===== src/rtl/ctrl_sequencer.sv =====
// Multicycle LEGv8 control sequencer: FETCH/DECODE/EXECUTE/MEM/WB with memory handshakes.
// Optional feature macro CTRL_BRANCH_EN enables CBZ and B; without it they decode as illegal.
module ctrl_sequencer (
    input  logic        clk,
    input  logic        reset,
    input  logic [10:0] opcode,
    input  logic        zero,
    input  logic        imem_ready,
    input  logic        dmem_ready,
    output logic        imem_req,
    output logic        ir_load,
    output logic        pc_en,
    output logic        pc_src,
    output logic        alu_src,
    output logic [3:0]  alu_op,
    output logic        dmem_req,
    output logic        dmem_we,
    output logic        reg_write,
    output logic        mem_to_reg,
    output logic        illegal,
    output logic [15:0] retired
);
    typedef enum logic [2:0] {
        S_IDLE, S_FETCH, S_DECODE, S_EXECUTE, S_MEM, S_WB, S_TRAP
    } state_t;

    typedef enum logic [2:0] {
        C_NONE, C_RTYPE, C_ITYPE, C_LDUR, C_STUR, C_CBZ, C_B
    } cls_t;

    localparam logic [3:0] ALU_ADD  = 4'b0010;
    localparam logic [3:0] ALU_SUB  = 4'b0110;
    localparam logic [3:0] ALU_AND  = 4'b0000;
    localparam logic [3:0] ALU_OR   = 4'b0001;
    localparam logic [3:0] ALU_PASS = 4'b0111;

    state_t      state_q, state_d;
    cls_t        cls_q, cls_d, dec_cls;
    logic [3:0]  alu_op_q, alu_op_d, dec_op;
    logic [15:0] retired_q, retired_d;
    logic        illegal_q, illegal_d;
    logic        is_branch, br_taken, retire_ev;

    always_comb begin
        dec_cls = C_NONE;
        dec_op  = ALU_AND;
        casez (opcode)
            11'b10001011000: begin dec_cls = C_RTYPE; dec_op = ALU_ADD; end
            11'b11001011000: begin dec_cls = C_RTYPE; dec_op = ALU_SUB; end
            11'b10001010000: begin dec_cls = C_RTYPE; dec_op = ALU_AND; end
            11'b10101010000: begin dec_cls = C_RTYPE; dec_op = ALU_OR;  end
            11'b1001000100?: begin dec_cls = C_ITYPE; dec_op = ALU_ADD; end
            11'b1101000100?: begin dec_cls = C_ITYPE; dec_op = ALU_SUB; end
            11'b11111000010: begin dec_cls = C_LDUR;  dec_op = ALU_ADD; end
            11'b11111000000: begin dec_cls = C_STUR;  dec_op = ALU_ADD; end
`ifdef CTRL_BRANCH_EN
            11'b10110100???: begin dec_cls = C_CBZ;   dec_op = ALU_PASS; end
            11'b000101?????: begin dec_cls = C_B;     dec_op = ALU_PASS; end
`endif
            default: ;
        endcase
    end

`ifdef CTRL_BRANCH_EN
    assign is_branch = (cls_q == C_CBZ) || (cls_q == C_B);
    assign br_taken  = (state_q == S_EXECUTE) && ((cls_q == C_B) || ((cls_q == C_CBZ) && zero));
`else
    logic unused_zero;
    assign unused_zero = zero;
    assign is_branch   = 1'b0;
    assign br_taken    = 1'b0;
`endif

    always_ff @(posedge clk or posedge reset) begin
        if (reset) begin
            state_q   <= S_IDLE;
            cls_q     <= C_NONE;
            alu_op_q  <= 4'b0000;
            retired_q <= 16'd0;
            illegal_q <= 1'b0;
        end else begin
            state_q   <= state_d;
            cls_q     <= cls_d;
            alu_op_q  <= alu_op_d;
            retired_q <= retired_d;
            illegal_q <= illegal_d;
        end
    end

    always_comb begin
        state_d = state_q;
        case (state_q)
            S_IDLE:   state_d = S_FETCH;
            S_FETCH:  if (imem_ready) state_d = S_DECODE;
            S_DECODE: state_d = (dec_cls == C_NONE) ? S_TRAP : S_EXECUTE;
            S_EXECUTE: begin
                case (cls_q)
                    C_RTYPE, C_ITYPE: state_d = S_WB;
                    C_LDUR, C_STUR:   state_d = S_MEM;
                    default:          state_d = S_FETCH;
                endcase
            end
            S_MEM:    if (dmem_ready) state_d = (cls_q == C_LDUR) ? S_WB : S_FETCH;
            S_WB:     state_d = S_FETCH;
            S_TRAP:   state_d = S_TRAP;
            default:  state_d = S_IDLE;
        endcase
    end

    // Class and ALU op are only refreshed in DECODE so later states see a stable value.
    always_comb begin
        cls_d    = cls_q;
        alu_op_d = alu_op_q;
        if (state_q == S_DECODE) begin
            cls_d    = dec_cls;
            alu_op_d = dec_op;
        end
        retire_ev = (state_q == S_WB)
                  || ((state_q == S_MEM) && dmem_ready && (cls_q == C_STUR))
                  || ((state_q == S_EXECUTE) && is_branch);
        retired_d = retired_q + {15'd0, retire_ev};
        illegal_d = illegal_q || ((state_q == S_DECODE) && (dec_cls == C_NONE));
    end

    always_comb begin
        imem_req   = 1'b0;
        ir_load    = 1'b0;
        pc_en      = 1'b0;
        alu_src    = 1'b0;
        dmem_req   = 1'b0;
        dmem_we    = 1'b0;
        reg_write  = 1'b0;
        mem_to_reg = 1'b0;
        case (state_q)
            S_FETCH: begin
                imem_req = 1'b1;
                ir_load  = imem_ready;
                pc_en    = imem_ready;
            end
            S_EXECUTE: begin
                alu_src = (cls_q == C_ITYPE) || (cls_q == C_LDUR) || (cls_q == C_STUR);
                pc_en   = br_taken;
            end
            S_MEM: begin
                dmem_req = 1'b1;
                dmem_we  = (cls_q == C_STUR);
            end
            S_WB: begin
                reg_write  = 1'b1;
                mem_to_reg = (cls_q == C_LDUR);
            end
            default: ;
        endcase
    end

    assign pc_src  = br_taken;
    assign alu_op  = alu_op_q;
    assign illegal = illegal_q;
    assign retired = retired_q;
endmodule

===== config.mk =====
export PLATFORM = sky130hd
export DESIGN_NAME = ctrl_sequencer
export DESIGN_NICKNAME = d
export VERILOG_FILES = /design/src/rtl/ctrl_sequencer.sv
export SDC_FILE = /design/constraint.sdc
export NUM_CORES = 1
export LEC_CHECK = 0
export CAP_MARGIN = 40
export CORE_ASPECT_RATIO = 2
export CORE_MARGIN = 4
export CORE_UTILIZATION = 40
export CTS_CLUSTER_DIAMETER = 60
export DETAILED_ROUTE_END_ITERATION = 7
export DONT_BUFFER_PORTS = 1
export GPL_ROUTABILITY_DRIVEN = 0
export SYNTH_ARGS = -nofsm -noshare
export SYNTH_HDL_FRONTEND = slang
export SYNTH_SLANG_ARGS = --single-unit

===== constraint.sdc =====
create_clock -name clk -period 2.77 [get_ports clk]
set_clock_uncertainty 0.05 [all_clocks]
set_input_delay 0.554 -clock clk [delete_from_list [all_inputs] [get_ports clk]]
set_output_delay 0.554 -clock clk [all_outputs]
set_load 0.01 [all_outputs]

==> summary.md <==
| Metric | Value |
|---|---|
| Syn Std Cell Area | 1390 um^2 |
| Clock Sinks | 26 |
| Combinational share of power | 26.2% |
| Sequential cell area | 651 um^2 |
| DRC errors left | 0 |
| Fmax | 0.390 GHz |
| Ports | 46 |
| Switching pwr | 0.394 mW |
| Critical path endpoint category | register |
| Netlist cell types | 40 |
| Slew HR | 63.8% |
| Total Power | 1.16 mW |
| Final hold vios | 0 |
| Synth Area in XOR/XNOR | 8.84% |
| Status | finished, final reports clean |
| Top post-synthesis cells by count | dfrtp_1 (26), nand2_1 (15), xnor2_1 (12), nand3_1 (10) |
| Total Routing Usage GR | 14.3% |
| Core ar. | 3380 um^2 |
| R2r worst-path depth | 10 |
| Maximum VDD drop | 0.503 mV |
| Post-DP Area | 1430 um^2 |
| Grt ovf | 0 |
| Synth warnings | 0 |
| R2R setup slack | 0.21 ns |
| Clock latency on the worst-skew pair | 0.27 ns |
| Setup TNS Final | 0 ns |
| Max Cap Viol | 0 |
| Ant. Diodes | 0 |
| Post-CTS setup buffers | 0 |
| Total Nets Final | 162 |
| Final Setup Violations | 0 |
| CTS Buffer Depth | 2 |
| Layout cell share with drive strength beyond 1 | 11.2% |
| Min Tclk post-route | 2.56 ns |
| Number of synthesized flops with an enable pin | 0 |
| WP data required | 2.88 ns |
| H-tree lvl count | 1 |
| Worst-path clk slew | 0.09 ns |
| Synth Area in Compound Gates | 8.84% |
| CTS Buf Count | 3 |
| Chip Width | 49.6 um |
| Dpl hpwl | 2.40 mm |
| Cell with the most instances after synthesis | dfrtp_1 |
| Hold-fix buffers, CTS | 0 |
| Vias in the first global route | 1109 |
| Root buffer cell | clkbuf_8 |
| Number of vias per cell | 5.86 |
| Die area | 4530 um^2 |
| CTS tree | done |
| Ys async rst share | 100% |
| DR WL/cell | 17.0 um |
| First-pass GRT wire length | 5.08 mm |
| CP arrival | 2.67 ns |
| Crit path max fanout | 5 |
| HP Class | in -> async |
| Multiplexer share of the synthesized area | 0.722% |
| Part of the cycle the worst path needs | 92.5% |
| Yosys top cell by area | dfrtp_1 |
| Maximum number of pins on one net before global-route repair | 16 |
| Register area share after synthesis | 46.9% |
| Yosys reg bits | 26 |
| Top post-synthesis cells by area | dfrtp_1 (47%), xnor2_1 (7.6%), nand2_1 (4.1%), nand3_1 (3.6%), and3_1 (2.3%) |
| Synth Instances | 139 |
| Row cnt | 30 |
| Area of the multi-input gates | 682 um^2 |
| Area share of the largest cell type after synthesis | 46.9% |
| Pwr dens | 768 nW/um^2 |
| TritonRoute pass-1 iters | 2 |
| Design Area, Final | 1500 um^2 |
| Clk pwr share | 27.3% |
| Slew Viols, Final | 0 |
| Port buffer count | 0 |
| Critical Setup Path Class | reg -> reg |
| Avg Inst Size Synth | 9.97 um^2 |
| Antenna violations before repair | 0 |
| Routed WL | 2.97 mm |
| Leakage | 0.695 nW |
| Main synth FF type | dfrtp_1 |
| DIE HEIGHT | 91.3 um |
| RSZ-0062 raised after global routing | no |
| Via count | 1026 |
| Iteration-0 DRC Markers | 19 |
| Post_cts resized | 0 |
| Simple-Gate Fraction of Synth Area | 28.4% |
| P_int | 0.761 mW |
| Initial Util | 41.0% |
| Reg power frac | 46.4% |
| CP Launch Type | register |
| Switching Fraction | 34.1% |
| Slew of the pin with the lowest slew margin | 0.543 ns |
| # fillers | 325 |
| DRT antenna net count | 0 |
| Largest family of logic cells by synthesized area | simple AND/OR/NAND/NOR gates |
| Area Overhead vs Synth | 8.48% |
| Post-Synth Adder-Cell Area | 1.81% |
[power groups by stage]
stage	Sequential, mW	Clock (mW)	Combinational, mW
floorplan	0.521	0	0.256
global placement	0.540	0	0.295
detailed placement	0.545	0	0.304
CTS	0.538	0.326	0.307
global route	0.549	0.338	0.347
finish	0.536	0.316	0.303
[metrics by stage]
stage          utilization (%)  cells  hold slack, ns  setup slack [ns]
5_1_grt                   44.5    175           0.183            0.0311
4_1_cts                   44.5    175           0.166             0.164
6_report                  44.5    175           0.153             0.208
3_5_place_dp              42.4    171           0.473             0.181
2_1_floorplan                -    140           0.434             0.409
3_3_place_gp              42.0    170           0.478             0.220
[cells by family (layout without fill, tap and decap cells)]
family,after synthesis,after routing
multiplexers,1,1
adder cells (fa/ha/maj),2,2
other,1,2
AND/OR/NAND/NOR,65,65
AO/OA/AOI/OAI,18,18
XOR/XNOR,14,14
buffers and inverters,12,15
flip-flops,26,26
[critical path, cell delays in order (launching register included)]
cell	delay, ns
dfrtp_1	0.43
inv_1	0.09
or3_1	0.43
nor2_1	0.15
a21o_1	0.14
ha_1	0.22
ha_1	0.24
nand3_1	0.13
nor2_1	0.28
nand4_1	0.16
xnor2_1	0.15
[placed cells by master (no fill, tap or decap), drive strengths merged, types with 2 or more instances in the layout]
cell type   n
o21bai      2
or3b        2
and3        5
nor3        4
nand4       3
a31oi       2
nand2b      4
or3         2
clkbuf      3
a21oi       5
nand2      15
dfrtp      26
nor2        8
o21ai       3
nor2b       3
ha          2
xnor2      12
xor2        2
inv         8
buf         3
conb        2
nand3      10
[flip-flops by register name (all words and copies together), names as in the netlist]
name,count
illegal,1
cls_q,3
state_q,3
alu_op,3
retired,16
[cell type report]
class | instances | share of cell area, %
multi-input cells | 102 | 45.3
flip-flops and latches | 26 | 43.3
clock buffers | 3 | 2.75
well taps | 32 | 2.66
clock inverters | 1 | 2.00
repair buffers | 3 | 2.00
inverters | 8 | 2.00
[final timing paths]
kind / from / to
worst max register to register: state_q[2] / retired[10]
worst min-delay path: reset / state_q[2]
worst max-delay path: state_q[2] / retired[10]
min in group clk: imem_ready / state_q[0]
worst min register to register: retired[15] / retired[15]
max in group asynchronous: reset / retired[14]
[layer usage]
| metal | global-route usage (%) | wire length, um | up-vias |
|---|---|---|---|
| met5 | 0 | 0 | - |
| met4 | 4.85 | 46 | 0 |
| li1 | - | - | 490 |
| met1 | 13.1 | 968 | 497 |
| met2 | 27.2 | 1720 | 34 |
| met3 | 5.58 | 239 | 5 |
Power figures use the tool's default switching activity.
==> RTL change, RTL diff (config.mk and constraints unchanged) <==
Encoding of `state_t`: now Gray code (3 bits for 7 states).
--- a/src/rtl/ctrl_sequencer.sv
+++ b/src/rtl/ctrl_sequencer.sv
@@ -23,3 +23,3 @@
     typedef enum logic [2:0] {
-        S_IDLE, S_FETCH, S_DECODE, S_EXECUTE, S_MEM, S_WB, S_TRAP
+        S_IDLE = 3'b000, S_FETCH = 3'b001, S_DECODE = 3'b011, S_EXECUTE = 3'b010, S_MEM = 3'b110, S_WB = 3'b111, S_TRAP = 3'b101
     } state_t;
Function: no difference found for any inputs over 10 cycles, from zero or initial values and one cycle with reset high; not proved beyond that.
==> RTL change against the original RTL <==
Sequential cell count stayed put; via count is 0.78% lower; final area is 0.83% higher; area after synthesis is 0.45% higher; setup slack worse by 0.025 ns; sequential share of layout area is 0.36 points lower; wire length is 3.3% lower; power is 6.3% lower; largest cell class unchanged.
==> RTL change: results (changes against the original RTL) <==
The instance count of the mapped netlist came out at 137 (-1.4%). The tools report the total grt overflow as 0 (unchanged). The layout net count is 159 (-1.9%). The share of cell area taken by muxes after synthesis works out to 0.7188% (-0.0032 points). Critical register-to-register path endpoint: retired[14]. The run gives 2.876 mm (-3.3%) as the total wire length after detailed routing.

The count of input and output buffers is 0 (unchanged), and the synthesized-area fraction occupied by xor and xnor cells is 8.805% (-0.040 points). The met2 usage in global routing was 25.11% (-2.1 points); the flip-flop and latch power was 0.000539 W. The delay contributed by the slowest stage of the critical path came out at 0.52 ns (+0.09 ns). Final setup violation count: 0 (unchanged). The run gives 0.18 ns (-0.03 ns) as the register-to-register setup slack. In the synthesized netlist, the cells that appear most often are 26 x sky130_fd_sc_hd__dfrtp_1, 13 x sky130_fd_sc_hd__nand2_1, 9 x sky130_fd_sc_hd__xnor2_1. For the combinational-cell power consumption, the log shows 0.000238 W (-21%). The tools report the total length of routed met3 wires as 212 um (-11%). The pin count of the biggest net entering global routing came out at 20 (+4). The logs give 3.284% (-2.3 points) for the met3 layer usage reported by global route and 16 (-3) for the detailed router's first-iteration violation count. The global router's overall resource usage came out at 13.99% (-0.31 points). By area the synthesized netlist is led by sky130_fd_sc_hd__dfrtp_1 47%, sky130_fd_sc_hd__xnor2_1 5.7%, sky130_fd_sc_hd__nand2_1 3.5%. The met1 track demand over resource is 15.27% (+2.2 points), and the per-cell via count in the routed design is 5.919 (+0.95%).

The first-pass detailed-route iteration total came out at 4 (+2). The run gives 1018 (-0.78%) as the number of vias after detailed routing. Number of global-route vias before repair: 1071 (-3.4%). The smallest hold slack is 0.09239 ns (-0.06055 ns). The run finished with clean final reports. The sequential fraction of the synthesis area was 46.72% (-0.21 points).

The path class of the tightest hold or removal check is primary input to async pin. The run gives 297.8 uV (-41%) as the peak supply drop. The run gives 0 (unchanged) as the count of maximum capacitance violations. The worst register-to-register path begins at cls_q[1].

The cell area after placement is 1445 um2 (+0.87%). The reported leakage power is 0.6994 nW (+0.67%). The fraction of the cycle the final worst path needs was 93.41% (+0.92 points). The global-route wire length before repair is 5.064 mm (-0.28%), and the share of the synthesized area in compound gates (AO/OA/AOI/OAI) is 9.973% (+1.1 points). The share of synthesized cell area in full adder, half adder and majority cells works out to 1.797% (-0.0081 points).

The run gives 1.573 mm (-8.5%) as the total met2 wirelength after detailed routing. The clock tree root driver cell was sky130_fd_sc_hd__clkbuf_8. The ratio of cells with drive above 1 in the final layout is 10.71% (-0.47 points), and the detailed-routing wirelength on met1 is 1.056 mm (+9.1%).

Cell with the biggest individual delay on the critical path: sky130_fd_sc_hd__or3b_2. The power dissipated by switching net loads is 0.0003446 W (-13%), and the count of cells along the worst register-to-register path is 8 (-2). The tools report the distinct cell type count of the synthesized netlist as 41 (+2.5%). The tools report the HPWL after detailed placement as 2.343 mm (-2.3%). For the headroom to the max-slew limit, the log shows 56.10% (-7.7 points). Proportion of total power due to net switching: 31.84% (-2.3 points).
[RTL change: cell count changes after synthesis, moves of 3 or more]
cell / change
sky130_fd_sc_hd__nor3b_1: +3
sky130_fd_sc_hd__xnor2_1: -3
sky130_fd_sc_hd__nand3_1: -3
sky130_fd_sc_hd__and3_1: -3
sky130_fd_sc_hd__and2_1: +4
sky130_fd_sc_hd__inv_1: -3
sky130_fd_sc_hd__a21oi_1: -3
sky130_fd_sc_hd__xor2_1: +3
sky130_fd_sc_hd__o21ai_1: +3
sky130_fd_sc_hd__nor2b_1: -3
[RTL change: cell type report]
class | instances | area (um2)
clock inverter | 1 | 30.03
sequential | 26 | 650.6
timing repair buffer | 3 | 42.54
clock buffer | 3 | 41.29
multi-input combinational | 102 | 693.2
fill | 327 | 1862
inverter | 5 | 18.77
tap | 32 | 40.04
